<file path="config.mk">
export PLATFORM = sky130hd
export DESIGN_NAME = owt_frame_decode
export DESIGN_NICKNAME = d
export VERILOG_FILES = /design/src/rtl/owt_pkg.sv /design/src/rtl/owt_tmo_cnt.sv /design/src/rtl/owt_frame_decode.sv
export SDC_FILE = /design/constraint.sdc
export NUM_CORES = 1
export LEC_CHECK = 0
export BUFFER_PORTS_ARGS = -buffer_cell sky130_fd_sc_hd__buf_2
export CAP_MARGIN = 20
export CORE_MARGIN = 8
export CORE_UTILIZATION = 57
export DETAILED_ROUTE_END_ITERATION = 8
export GPL_TIMING_DRIVEN = 0
export PLACE_DENSITY = 0.77
export SLEW_MARGIN = 5
export SYNTH_ARGS = -nofsm -noshare
export SYNTH_HDL_FRONTEND = slang
export SYNTH_SLANG_ARGS = --single-unit
</file>
<file path="constraint.sdc">
create_clock -name i_clk -period 2.4 [get_ports i_clk]
set_input_delay 0.48 -clock i_clk [delete_from_list [all_inputs] [get_ports i_clk]]
set_output_delay 0.48 -clock i_clk [all_outputs]
set_load 0.02 [all_outputs]
</file>
<file path="src/rtl/owt_pkg.sv">
// owt_pkg: shared FSM state type and default parameters for the one-wire frame decoder
package owt_pkg;
  typedef enum logic [1:0] {HUNT, DATA, PAR} state_t;
  localparam int DEF_DATA_W = 16;
  localparam int DEF_HDR_W = 4;
  localparam logic [3:0] DEF_HDR_PAT = 4'b1011;
  localparam int DEF_TMO_W = 10;
  localparam int DEF_TMO_TH = 512;
endpackage

</file>
<file path="src/rtl/owt_tmo_cnt.sv">
// owt_tmo_cnt: counts consecutive idle cycles mid-frame and flags the cycle that reaches the threshold
module owt_tmo_cnt #(
  parameter int TMO_W = 10,
  parameter logic [TMO_W-1:0] TMO_TH = TMO_W'(512)
) (
  input  logic i_clk,
  input  logic i_rst,
  input  logic i_run,
  input  logic i_bit_vld,
  output logic o_expire
);
  logic [TMO_W-1:0] r_cnt;
  assign o_expire = i_run && !i_bit_vld && (r_cnt == TMO_TH - 1'b1);
  // idle counter: cleared by any bit, by leaving the frame and by its own expiry
  always_ff @(posedge i_clk or posedge i_rst)
    if (i_rst) r_cnt <= '0;
    else r_cnt <= (!i_run || i_bit_vld || o_expire) ? '0 : r_cnt + 1'b1;
endmodule

</file>
<file path="src/rtl/owt_frame_decode.sv">
// owt_frame_decode: header hunt, payload + even parity check, one-deep output buffer; mid-frame timeout with OWT_FRAME_DECODE_TMO_EN
module owt_frame_decode
  import owt_pkg::*;
#(
  parameter int DATA_W = DEF_DATA_W,
  parameter int HDR_W = DEF_HDR_W,
  parameter logic [HDR_W-1:0] HDR_PAT = HDR_W'(DEF_HDR_PAT),
  parameter int TMO_W = DEF_TMO_W,
  parameter logic [TMO_W-1:0] TMO_TH = TMO_W'(DEF_TMO_TH)
) (
  input  logic              i_clk,
  input  logic              i_rst,
  input  logic              i_bit_vld,
  input  logic              i_bit_data,
  input  logic              i_frm_rdy,
  output logic              o_frm_vld,
  output logic [DATA_W-1:0] o_frm_data,
  output logic              o_frm_err,
  output logic              o_ovf,
  output logic              o_tmo
);
  localparam int CW = $clog2(DATA_W + 1);
  localparam int FW = $clog2(HDR_W + 1);
  state_t r_state, w_next;
  logic [HDR_W-2:0] r_hunt;
  logic [FW-1:0] r_fill;
  logic [CW-1:0] r_cnt;
  logic [DATA_W-1:0] r_pay, r_data;
  logic r_vld, r_err, r_ovf, r_tmo;
  logic [HDR_W-1:0] w_cand;
  logic w_match, w_last, w_par, w_odd, w_good, w_bad, w_expire;
  assign w_cand = {r_hunt, i_bit_data};
  assign w_match = (r_state == HUNT) && i_bit_vld && (32'(r_fill) + 1 >= HDR_W) && (w_cand == HDR_PAT);
  assign w_last = r_cnt == CW'(DATA_W - 1);
  assign w_par = (r_state == PAR) && i_bit_vld;
  assign w_odd = ^r_pay ^ i_bit_data;
  assign w_good = w_par && !w_odd;
  assign w_bad = w_par && w_odd;
`ifdef OWT_FRAME_DECODE_TMO_EN
  owt_tmo_cnt #(.TMO_W(TMO_W), .TMO_TH(TMO_TH)) u_tmo (
    .i_clk(i_clk),
    .i_rst(i_rst),
    .i_run(r_state != HUNT),
    .i_bit_vld(i_bit_vld),
    .o_expire(w_expire)
  );
`else
  assign w_expire = 1'b0;
`endif
  // state register
  always_ff @(posedge i_clk or posedge i_rst)
    if (i_rst) r_state <= HUNT;
    else r_state <= w_next;
  // next state: only accepted bits advance; timeout returns to hunting
  always_comb begin
    w_next = r_state;
    if (w_expire) w_next = HUNT;
    else if (i_bit_vld)
      w_next = (r_state == HUNT) ? (w_match ? DATA : HUNT) : (r_state == DATA) ? (w_last ? PAR : DATA) : HUNT;
  end
  // hunt shifter, payload shifter, bit counter and event pulses
  always_ff @(posedge i_clk or posedge i_rst)
    if (i_rst) begin
      r_hunt <= '0;
      r_fill <= '0;
      r_cnt <= '0;
      r_pay <= '0;
      r_err <= 1'b0;
      r_ovf <= 1'b0;
      r_tmo <= 1'b0;
    end else begin
      r_err <= w_bad;
      r_ovf <= w_good && r_vld && !i_frm_rdy;
      r_tmo <= w_expire;
      if (r_state == HUNT && i_bit_vld) begin
        r_hunt <= w_match ? '0 : w_cand[HDR_W-2:0];
        r_fill <= w_match ? '0 : (r_fill == FW'(HDR_W)) ? r_fill : r_fill + 1'b1;
        r_cnt <= '0;
      end
      if (r_state == DATA && i_bit_vld) begin
        r_pay <= {r_pay[DATA_W-2:0], i_bit_data};
        r_cnt <= r_cnt + 1'b1;
      end
    end
  // one-deep output buffer: load a good frame if empty or draining, else it is dropped
  always_ff @(posedge i_clk or posedge i_rst)
    if (i_rst) begin
      r_vld <= 1'b0;
      r_data <= '0;
    end else if (w_good && (!r_vld || i_frm_rdy)) begin
      r_vld <= 1'b1;
      r_data <= r_pay;
    end else if (i_frm_rdy) r_vld <= 1'b0;
  assign o_frm_vld = r_vld;
  assign o_frm_data = r_data;
  assign o_frm_err = r_err;
  assign o_ovf = r_ovf;
  assign o_tmo = r_tmo;
endmodule

</file>
# ---- Yosys cells after proc, flatten, opt, wreduce, memory -nomap -nowiden
# Cells that the tools add are included.
dict set report totals {
  regBits 48
  out_inout_bits 20
}
dict set report classes {
  eq_ne 6
  magnitude_cmp 1
  n_mux 11
  reduce_logical 19
  bitwise_logic 1
  addsub 3
}
# cell n
set op_table {}
lappend op_table {{16-bit parity} 1}
lappend op_table {{1-bit logical AND} 10}
lappend op_table {{5-bit 2-to-1 mux} 2}
lappend op_table {{3-bit 2-to-1 mux} 3}
lappend op_table {{2-bit 2-to-1 mux} 3}
lappend op_table {{5-bit by 1-bit adder with 5-bit output (second input constant)} 1}
lappend op_table {{5-bit by 4-bit equality test with 1-bit output (second input constant)} 1}
lappend op_table {{3-bit by 1-bit adder with 4-bit output (second input constant)} 1}
lappend op_table {{4-bit equality test (second input constant)} 1}
lappend op_table {{4-bit by 3-bit >= comparator with 1-bit output (second input constant)} 1}
lappend op_table {{2-bit nonzero test} 2}
lappend op_table {{3-bit by 1-bit adder with 3-bit output (second input constant)} 1}
lappend op_table {{3-bit equality test (second input constant)} 1}
lappend op_table {{1-bit logical NOT} 3}
lappend op_table {{1-bit 2-to-1 mux} 3}
lappend op_table {{2-bit by 1-bit equality test with 1-bit output (second input constant)} 1}
lappend op_table {{2-bit equality test (second input constant)} 1}
lappend op_table {{2-bit logical NOT} 1}
lappend op_table {{2-bit inequality test (second input constant)} 1}
lappend op_table {{2-bit AND reduction} 1}
lappend op_table {{1-bit logical OR} 1}
lappend op_table {{1-bit bitwise XOR} 1}

# ---- Logic depth before layout (Yosys ltp)
# Gate-level depths: netlist (run 1).
dict set report logic_depth {
  depth_word 6
  depth_mapped 7
  depth_no_buf 6
}

# ---- Worst setup path before layout (run 1)
# OpenSTA, ideal clock, no wires.
dict set report synth_path {
  path_kind {reg-to-reg}
  start {register r_pay[6]}
  end {register r_data[0] (netlist: o_frm_data[0])}
  t_required_ns 2.275
  stages_incl_launch_ff 7
  arrival_ns 1.977
  setup_slack_ns 0.298
  period_less_slack_ns 2.102
  cell_sequence {dfrtp_1 xnor3_1 xnor3_1 xnor3_2 nand3b_4 buf_6 mux2_4}
}
dict set report synth_via {
  elab_chain_len 5
}
# item line_no
set synth_rtl {}
lappend synth_rtl {{start, declared} owt_frame_decode.sv:28} ;# logic [DATA_W-1:0] r_pay, r_data;
lappend synth_rtl {{start signal, assigned} owt_frame_decode.sv:81} ;# r_pay <= {r_pay[DATA_W-2:0], i_bit_data};
lappend synth_rtl {{16-bit parity} owt_frame_decode.sv:36} ;# assign w_odd = ^r_pay ^ i_bit_data;
lappend synth_rtl {{1-bit bitwise XOR} owt_frame_decode.sv:36}
lappend synth_rtl {{1-bit logical NOT} owt_frame_decode.sv:37} ;# assign w_good = w_par && !w_odd;
lappend synth_rtl {{1-bit logical AND} owt_frame_decode.sv:37}
lappend synth_rtl {{1-bit logical AND} owt_frame_decode.sv:90} ;# end else if (w_good && (!r_vld || i_frm_rdy)) begin
lappend synth_rtl {{end signal, assigned} owt_frame_decode.sv:92} ;# r_data <= r_pay;
lappend synth_rtl {{end, declared} owt_frame_decode.sv:28}
# No other way between the ends.
# A chain may end at the register's enable or synchronous reset.

# ---- Final worst setup path (run 1)
dict set report layout_path {
  start {register r_pay[6]}
  end {register r_data[3] (netlist: o_frm_data[3])}
}
# The elaborated chain is that of the path after synthesis.

==> results of run 1 <==
[path summary, 6_finish.rpt]
kind                       startpoint       endpoint  slack [ns]  cells past startpoint
max in group asynchronous       i_rst       r_cnt[1]        1.77                      3
min in group i_clk          i_bit_vld     r_state[1]        0.45                      2
setup / recovery             r_pay[6]  o_frm_data[3]        0.12                      6
hold reg to reg              r_cnt[4]       r_cnt[4]        0.49                      2
setup reg to reg             r_pay[6]  o_frm_data[3]        0.12                      6
hold / removal                  i_rst       r_pay[8]        0.16                      2
[registers in the layout (all words and copies together), names as in the netlist]
| register | flops |
|---|---|
| r_fill | 3 |
| o_frm_data | 16 |
| r_cnt | 5 |
| r_state | 2 |
| o_ovf | 1 |
| r_pay | 16 |
| o_frm_err | 1 |
| o_frm_vld | 1 |
| r_hunt | 3 |
[cell usage in the layout, fill, tap and decap left out, drive strengths merged]
cell     n
dfrtp   48
mux2    33
buf     26
nand2   15
o21ai    9
clkbuf   8
xnor2    7
inv      7
nand2b   4
nor2     4
ha       4
xnor3    4
nand3    3
a21oi    3
nand3b   2
nor2b    1
nor3     1
a21o     1
a22o     1
or3b     1
and2     1
o211ai   1
o22a     1
a2111o   1
a31o     1
a21boi   1
xor2     1
and3     1
or2b     1
o22ai    1
conb     1
bufinv   1
[timing repair]
action / 4_1_cts / 5_1_grt
endpoints found under the hold margin: 0 / 0
gates resized for setup: 0 / 1
setup buffers: 0 / 0
setup endpoints to repair: 0 / 6
[logic make-up after synthesis]
group,Yosys count,share of synthesized area
AOI/OAI and AO/OA,20,0.0578
and+or+nand+nor,34,0.0818
buffers and inverters,12,0.0257
muxes,33,0.187
DFF,48,0.549
xor gates and xnor gates,12,0.0738
other,1,0.00171
adders and majority gates,4,0.0229
[final cells by class]
cell class | count | area, sq um
plain buffers | 5 | 33.8
clock buffers | 5 | 68.8
clock inverters | 1 | 30.0
fillers | 300 | 1200
inverters | 7 | 26.3
multi-input cells | 104 | 930
flip-flops and latches | 48 | 1200
well taps | 48 | 60.1
repair buffers | 24 | 135
[layer usage]
metal / vias to the layer above / wire [um] / track usage
met2: 22 / 1870 / 0.223
met3: 3 / 177 / 0.0518
li1: 620 / - / -
met4: 0 / 25 / 0.0278
met1: 632 / 1570 / 0.145
met5: - / 0 / 0
[power by group through the flow]
stage	registers, mW	clock network (mW)	logic (mW)
after floorplan	1.07	0	0.671
after global placement	1.09	0	0.758
after detailed placement	1.11	0	0.806
after CTS	1.09	0.557	0.811
after global routing	1.11	0.584	0.886
final	1.09	0.544	0.796
[metrics by stage]
| step | hold slack (ns) | power (mW) | setup slack, ns | area, sq um |
|---|---|---|---|---|
| after floorplan | 0.450 | 1.74 | 0.298 | 2190 |
| after global placement | 0.466 | 1.85 | 0.0829 | 2360 |
| after detailed placement | 0.471 | 1.91 | 0.0347 | 2380 |
| after CTS | 0.162 | 2.46 | 0.0902 | 2480 |
| after global routing | 0.182 | 2.58 | 0.0159 | 2480 |
| final | 0.156 | 2.43 | 0.117 | 2480 |
==> reports/qor.csv, run 1 <==
stage,metric,value,unit
run_status,outcome,finished clean,
floorplanning,coreArea,3690,sq um
setup_path,crit_arrival,2.46,ns
synth,synth_area,2190,sq um
sta,max_freq,0.438,GHz
clocking,path_clk_slew,0.08,ns
floorplanning,rows,22,
drt,drtAntennaViolNets,0,
power_and_ir_drop,p_int,1.69,mW
drt,wl,3650,um
clocking,worst_skew_pair.late_latency,0.29,ns
floorplanning,dieArea,6080,sq um
sta,hold_viol,0,
sta,setup_viol,0,
synth,syn_area_per_cell,13.3,sq um
setup_path,worst_setup_path_start_kind,flop,
power_and_ir_drop,power_density,978,nW/um^2
place,place_congestion,0.800,
setup_path,path_delay_family,XOR/XNOR gates,
power_and_ir_drop,power_frac_comb,0.328,
synth,ys_ff_latch,48,
synth,ys_seq_area_frac,0.549,
global_route,antenna_found_initial,0,
drt,routedWlPerCell,15.1,um
sta,finClkSkew,0.00429,ns
clocking,cts.path.max_buffers,2,
min_path,min_path_type,primary input to async pin,
setup_path,path_cells,"xnor3_1, xnor3_1, xnor3_2, nand3b_4, buf_8, mux2_4",
global_route,grtUsageTotal,0.129,
synth,ys.warnings.count,0,
clocking,cts_root_buf,clkbuf_8,
power_and_ir_drop,clock_power_share,0.224,
finish,antenna_cells,0,
drt,dr.pass1.iters,4,
drt,remaining_drc_errors,0,
clocking,cts_sinks,48,
setup_path,path_common_cell,xnor3_1,
floorplanning,die_h,77.9,um
sta,setup_tns,0,ns
drt,viasPerCell,5.28,
finish,instances_no_fill,242,
sta,min_period_over_period,0.951,
floorplanning,start_util,0.593,
power_and_ir_drop,worst_ir_drop_vdd,562,uV
sta,period_minus_slack,2.28,ns
finish,drive_gt1_frac,0.361,
setup_path,required,2.58,ns
setup_path,path_class,flop to flop,
setup_path,end_kind,flop,
synth,synth.largest_area_cell,dfrtp_1,
place,numPlacedInstances,236,
global_route,grt_pass1_vias,1363,
sta,drv_slew,0,
run,max_cap_viol_count,0,
synth,ys.flop_type,dfrtp_1,
synth,netlist_top_cells_count,"dfrtp_1 (48), mux2_2 (23), nand2_1 (15)",
clocking,cts_tree,yes,
floorplanning,ioPinCount,25,
synth,yosysTopAreaCellShare,0.549,
setup_path,path_buf_inv,1,
sta,relSlewSlack,0.623,
finish,nNetsFinal,204,
drt,vias,1277,
drt,first_iter_violations,35,
floorplanning,dieWidth,77.9,um
sta,rsz0062_at_grt,false,
global_route,grt_max_degree,32,
clocking,ctsHoldBuffers,0,
power_and_ir_drop,netSwitchingFraction,0.304,
synth,synthTopCellsByArea,"dfrtp_1 (55%), mux2_2 (12%), mux2_4 (6.9%)",
synth,yosysMostFrequentCell,dfrtp_1,
sta,worst_pin_slew,0.565,ns
global_route,gr-total-overflow,0,
synth,synth_fp_nets,173,
global_route,grt_pass1_wl,6310,um
synth,ys_async_sr_fraction,1.00,
setup_path,slowest_stage,xnor3_1,
power_and_ir_drop,seqPwrFrac,0.448,
synth,synth_cell_type_count,35,
synth,syn_inst,164,
place,dp_hpwl,2750,um
setup_path,cp_slowest_stage_delay,0.41,ns
clocking,htreeDepth,2,
power_and_ir_drop,p_leak,1.33,nW
setup_path,worst-path-max-fanout,10,
synth,synth_edf_count,0,
finish,area.growth.synth_to_final,13.6,%
power_and_ir_drop,p_sw,0.738,mW
clocking,cts-buffers-inserted,5,
place,portBuffers,23,
finish,fin_util,0.674,
Note: power is estimated with default switching activity, not from simulation.
==> run 2: changes to the inputs <==
--- a/config.mk
+++ b/config.mk
@@ -7,8 +7,10 @@
 export LEC_CHECK = 0
 export BUFFER_PORTS_ARGS = -buffer_cell sky130_fd_sc_hd__buf_2
 export CAP_MARGIN = 20
+export CELL_PAD_IN_SITES_DETAIL_PLACEMENT = 1
+export CELL_PAD_IN_SITES_GLOBAL_PLACEMENT = 2
 export CORE_MARGIN = 8
-export CORE_UTILIZATION = 57
+export CORE_UTILIZATION = 40
 export DETAILED_ROUTE_END_ITERATION = 8
 export GPL_TIMING_DRIVEN = 0
 export PLACE_DENSITY = 0.77
==> run 2 against run 1 <==
Net effect: largest power group unchanged; worst setup slack gained 0.038 ns; maximum frequency up 1.7%; sequential share of layout area decreased by 0.81 points; sequential power about the same; highest routed layer unchanged; global-route usage shrank 2.0 points; critical path type unchanged.
==> reports/qor.csv, run 2 (synthesis results as in run 1) <==
stage,metric,value,unit,change
finish,instances_no_fill,269,,+11%
global_route,grt_pass1_wl,7090,um,+12%
clocking,cts_tree,yes,,
global_route,grt_max_degree,39,,+22%
finish,stdcell_area,2530,sq um,+1.7%
floorplanning,die_h,89.9,um,+15%
drt,first_iter_violations,37,,+5.7%
power_and_ir_drop,p_leak,1.33,nW,+0.66%
clocking,cts_sinks,48,,unchanged
clocking,ctsHoldBuffers,0,,unchanged
sta,min_period_over_period,0.935,,-0.0159
setup_path,rr_startpoint,r_pay[7],,
power_and_ir_drop,power_density,978,nW/um^2,about the same
place,portBuffers,23,,unchanged
min_path,min_path_type,primary input to async pin,,
setup_path,r2r-end,o_frm_data[9],,
setup_path,rrSetupSlack,0.16,ns,+0.04 ns
clocking,cts-buffers-inserted,5,,unchanged
run,max_cap_viol_count,0,,unchanged
drt,wl,4050,um,+11%
sta,period_minus_slack,2.24,ns,-0.0381 ns
setup_path,worst-path-max-fanout,10,,unchanged
finish,nNetsFinal,205,,+0.49%
place,numPlacedInstances,260,,+10%
setup_path,end_kind,flop,,
sta,drv_slew,0,,unchanged
floorplanning,start_util,0.405,,-0.188
drt,routedWlPerCell,15.0,um,-0.20%
place,place_congestion,0.706,,-12%
sta,relSlewSlack,0.635,,+0.0120
clocking,worst_skew_pair.late_latency,0.30,ns,about the same
place,place_area,2410,sq um,+1.3%
floorplanning,rows,27,,+23%
setup_path,crit_arrival,2.43,ns,-0.03 ns
setup_path,path_class,flop to flop,,
sta,setup_viol,0,,unchanged
power_and_ir_drop,worst_ir_drop_vdd,353,uV,-37%
place,dp_hpwl,2990,um,+8.8%
place,dpl_worst_slack,0.0360,ns,+0.00122 ns
setup_path,critPathCapture,o_frm_data[9],,
global_route,antenna_found_initial,0,,unchanged
sta,finClkSkew,0.00355,ns,-0.000739 ns
finish,layout_common_cells,"dfrtp_1 (48), mux2_2 (23), buf_2 (23)",,
run_status,outcome,finished clean,,
setup_path,worst_setup_path_start_kind,flop,,
drt,remaining_drc_errors,0,,unchanged
clocking,cts_root_buf,clkbuf_8,,
clocking,path_clk_slew,0.08,ns,about the same
setup_path,required,2.59,ns,about the same
drt,viasPerCell,4.89,,-7.4%
clocking,cts.path.max_buffers,2,,unchanged
setup_path,crit_start,r_pay[7],,
sta,finalWorstSetupSlack,0.155,ns,+0.0381 ns
sta,worst_pin_slew,0.547,ns,-0.0180 ns
clocking,htreeDepth,2,,unchanged
global_route,gr-total-overflow,0,,unchanged
drt,vias,1315,,+3.0%
drt,drtAntennaViolNets,0,,unchanged
sta,max_freq,0.445,GHz,+1.7%
finish,drive_gt1_frac,0.365,,+0.00466
drt,dr.pass1.iters,4,,unchanged
setup_path,worstRegToRegCells,6,,unchanged
finish,fin_util,0.468,,-0.206
finish,area.growth.synth_to_final,15.6,%,
finish,antenna_cells,0,,unchanged
sta,rsz0062_at_grt,false,,
floorplanning,dieArea,8090,sq um,+33%
global_route,grtUsageTotal,0.109,,-0.0197
floorplanning,ioPinCount,25,,unchanged
sta,setup_tns,0,ns,unchanged
floorplanning,coreArea,5410,sq um,+47%
floorplanning,dieWidth,89.9,um,+15%
global_route,grt_pass1_vias,1476,,+8.3%
sta,hold_viol,0,,unchanged
finish,final_common_cell,dfrtp_1,,
==> run 2: timing repair <==
action | 4_1_cts | 5_1_grt
endpoints found under the setup margin | 0 | 10
setup buffers | 0 | 1
gates resized for setup | 0 | 0
==> run 2: layout make-up <==
class / count / area [sq um]
Buffer: 5 / 30.0
Clock buffer: 6 / 72.6
Clock inverter: 2 / 35.0
Fill cell: 579 / 2880
Inverter: 7 / 26.3
Multi-Input combinational cell: 104 / 930
Sequential cell: 48 / 1200
Tap cell: 72 / 90.1
Timing Repair Buffer: 25 / 143
==> run 2: worst min-delay path by stage <==
| stage | start | end | slack, ns | cells after the start |
|---|---|---|---|---|
| 6_report | i_rst | r_hunt[2] | 0.10 | 2 |
| 5_1_grt | i_rst | r_hunt[1] | 0.11 | 2 |
| 4_1_cts | i_rst | r_hunt[2] | 0.09 | 2 |
| 3_5_place_dp | i_rst | r_hunt[2] | 0.43 | 2 |
| 3_3_place_gp | r_cnt[4] | r_cnt[4] | 0.46 | 2 |
| 2_1_floorplan | r_cnt[4] | r_cnt[4] | 0.45 | 2 |
==> run 2: routing by layer <==
metal  part of all wire  track usage  up-vias
met3              0.040       0.0391        2
met2               0.53        0.182       16
met5                  0            0        -
met4              0.010       0.0499        0
met1               0.42        0.121      675
li1                   -            -      622
==> run 2: power breakdown <==
| part | internal [mW] | switching, mW |
|---|---|---|
| combinational | 0.452 | 0.363 |
| clock | 0.309 | 0.261 |
| sequential | 0.949 | 0.136 |
| total | 1.71 | 0.761 |
==> run 2: critical path, cell delays in order (launching register included) <==
cell      delay, ns
dfrtp_1        0.42
xnor3_1        0.34
xnor3_1        0.40
xnor3_2        0.31
nand3b_4       0.16
buf_6          0.20
mux2_4         0.31
==> run 2: per-stage QoR <==
step | power, mW | hold WS [ns]
2_1_floorplan | 1.74 | 0.450
3_3_place_gp | 1.87 | 0.463
3_5_place_dp | 1.92 | 0.433
4_1_cts | 2.51 | 0.0948
5_1_grt | 2.66 | 0.105
6_report | 2.47 | 0.103
==> run 3: changes to the inputs <==
--- a/config.mk
+++ b/config.mk
@@ -5,7 +5,7 @@
 export SDC_FILE = /design/constraint.sdc
 export NUM_CORES = 1
 export LEC_CHECK = 0
-export BUFFER_PORTS_ARGS = -buffer_cell sky130_fd_sc_hd__buf_2
+export BUFFER_PORTS_ARGS = -buffer_cell sky130_fd_sc_hd__buf_4
 export CAP_MARGIN = 20
 export CELL_PAD_IN_SITES_DETAIL_PLACEMENT = 1
 export CELL_PAD_IN_SITES_GLOBAL_PLACEMENT = 2
==> run 3 against run 2 <==
Net effect: sequential cell count unchanged; clock skew decreased by 0.00055 ns; sequential share of layout area decreased by 1.1 points; non-clock buffer count increased by 4; sequential power about the same; critical path depth unchanged; wire length unchanged; global-route usage decreased by 0.17 points; largest cell class unchanged; largest power group unchanged.
==> reports/qor.csv, run 3 (synthesis results as in run 1) <==
stage,metric,value,unit,change
drt,routedWlPerCell,14.9,um,-1.1%
sta,period_minus_slack,2.27,ns,+0.0281 ns
sta,hold_viol,0,,unchanged
clocking,cts-buffers-inserted,5,,unchanged
place,place_area,2470,sq um,+2.4%
finish,area.growth.synth_to_final,18.4,%,
setup_path,path_cells,"xnor3_1, xnor3_1, xnor3_2, nand3b_4, buf_8, mux2_4",,
finish,instances_no_fill,272,,+1.1%
finish,final_common_cell,dfrtp_1,,
sta,finClkSkew,0.00299,ns,-0.000555 ns
drt,wl,4050,um,unchanged
power_and_ir_drop,worst_ir_drop_vdd,383,uV,+8.3%
global_route,grt_max_degree,31,,-21%
floorplanning,die_h,89.9,um,unchanged
sta,whs,0.179,ns,+0.0766 ns
drt,remaining_drc_errors,0,,unchanged
clocking,cts.path.max_buffers,2,,unchanged
finish,nNetsFinal,209,,+2.0%
setup_path,crit_arrival,2.46,ns,+0.03 ns
setup_path,path_class,flop to flop,,
floorplanning,start_util,0.405,,unchanged
drt,drtAntennaViolNets,0,,unchanged
sta,relSlewSlack,0.640,,+0.00504
global_route,grtUsageTotal,0.107,,-0.00166
clocking,cts_tree,yes,,
clocking,ctsHoldBuffers,0,,unchanged
setup_path,path_delay_family,XOR/XNOR gates,,
place,dp_hpwl,2960,um,-1.1%
run,max_cap_viol_count,0,,unchanged
clocking,path_clk_slew,0.08,ns,about the same
floorplanning,dieWidth,89.9,um,unchanged
place,place_congestion,0.668,,-5.3%
finish,drive_gt1_frac,0.375,,+0.00952
setup_path,end_kind,flop,,
finish,stdcell_area,2590,sq um,+2.4%
sta,worst_pin_slew,0.540,ns,-0.00756 ns
sta,finalWorstSetupSlack,0.127,ns,-0.0281 ns
clocking,cts_sinks,48,,unchanged
drt,first_iter_violations,23,,-38%
finish,fin_util,0.479,,+0.0113
floorplanning,dieArea,8090,sq um,unchanged
global_route,gr-total-overflow,0,,unchanged
place,portBuffers,23,,unchanged
setup_path,path_common_cell,xnor3_1,,
drt,viasPerCell,4.86,,-0.65%
floorplanning,ioPinCount,25,,unchanged
sta,rsz0062_at_grt,false,,
sta,drv_slew,0,,unchanged
clocking,worst_skew_pair.late_latency,0.29,ns,about the same
place,numPlacedInstances,260,,unchanged
global_route,grt_pass1_wl,7080,um,about the same
setup_path,slowest_stage,xnor3_1,,
floorplanning,coreArea,5410,sq um,unchanged
sta,setup_tns,0,ns,unchanged
global_route,grt_pass1_vias,1469,,-0.47%
sta,min_period_over_period,0.947,,+0.0117
sta,max_freq,0.440,GHz,-1.2%
drt,vias,1321,,+0.46%
sta,setup_viol,0,,unchanged
setup_path,required,2.58,ns,about the same
power_and_ir_drop,p_leak,1.34,nW,+0.28%
floorplanning,rows,27,,unchanged
power_and_ir_drop,power_density,901,nW/um^2,-7.8%
setup_path,cp_slowest_stage_delay,0.42,ns,about the same
finish,antenna_cells,0,,unchanged
drt,dr.pass1.iters,4,,unchanged
setup_path,worst_setup_path_start_kind,flop,,
clocking,cts_root_buf,clkbuf_8,,
power_and_ir_drop,p_total,2.33,mW,-5.6%
min_path,min_path_type,primary input to async pin,,
setup_path,path_buf_inv,1,,unchanged
place,dpl_worst_slack,0.00995,ns,-0.0260 ns
global_route,antenna_found_initial,0,,unchanged
clocking,htreeDepth,2,,unchanged
run_status,outcome,finished clean,,
finish,layout_common_cells,"dfrtp_1 (48), buf_4 (29), mux2_2 (23)",,
setup_path,worst-path-max-fanout,10,,unchanged
## run 3: cell type report
| type | count | area (sq um) |
|---|---|---|
| Buffer | 5 | 33.8 |
| Timing Repair Buffer | 29 | 230 |
| Tap cell | 72 | 90.1 |
| Multi-Input combinational cell | 104 | 930 |
| Inverter | 7 | 26.3 |
| Sequential cell | 48 | 1200 |
| Clock inverter | 1 | 5.00 |
| Clock buffer | 6 | 72.6 |
| Fill cell | 585 | 2820 |
## run 3: worst paths after layout
| check | endpoint | slack, ns | startpoint | cells after the start |
|---|---|---|---|---|
| max | o_frm_data[2] | 0.13 | r_pay[6] | 6 |
| min | r_pay[3] | 0.18 | i_rst | 2 |
| max reg2reg | o_frm_data[2] | 0.13 | r_pay[6] | 6 |
| min reg2reg | r_cnt[4] | 0.48 | r_cnt[4] | 2 |
| max in group asynchronous | o_frm_data[15] | 1.72 | i_rst | 3 |
| min in group i_clk | r_state[1] | 0.41 | i_bit_vld | 2 |
## run 3: metal layers
layer,part of all wire,GRT usage
met1,0.43,0.118
met2,0.52,0.190
met3,0.039,0.0291
met4,0.014,0.0458
met5,0,0
## run 3: power by group
group          internal, mW  total [mW]  switching, mW
combinational         0.446       0.797          0.351
clock                 0.199       0.450          0.251
sequential            0.949        1.09          0.138
## run 3: worst register-to-register path, delay by kind of cell, from the launching register on
| family | cells | cell delay (ns) |
|---|---|---|
| XOR/XNOR | 3 | 1.14 |
| AND/OR/NAND/NOR | 1 | 0.15 |
| flip-flops | 1 | 0.40 |
| multiplexers | 1 | 0.31 |
| buffers and inverters | 1 | 0.17 |
## run 3: repair_timing
item                       4_1_cts  5_1_grt
buffers inserted                 0        5
gates resized for setup          0        1
setup endpoints to repair        0       10
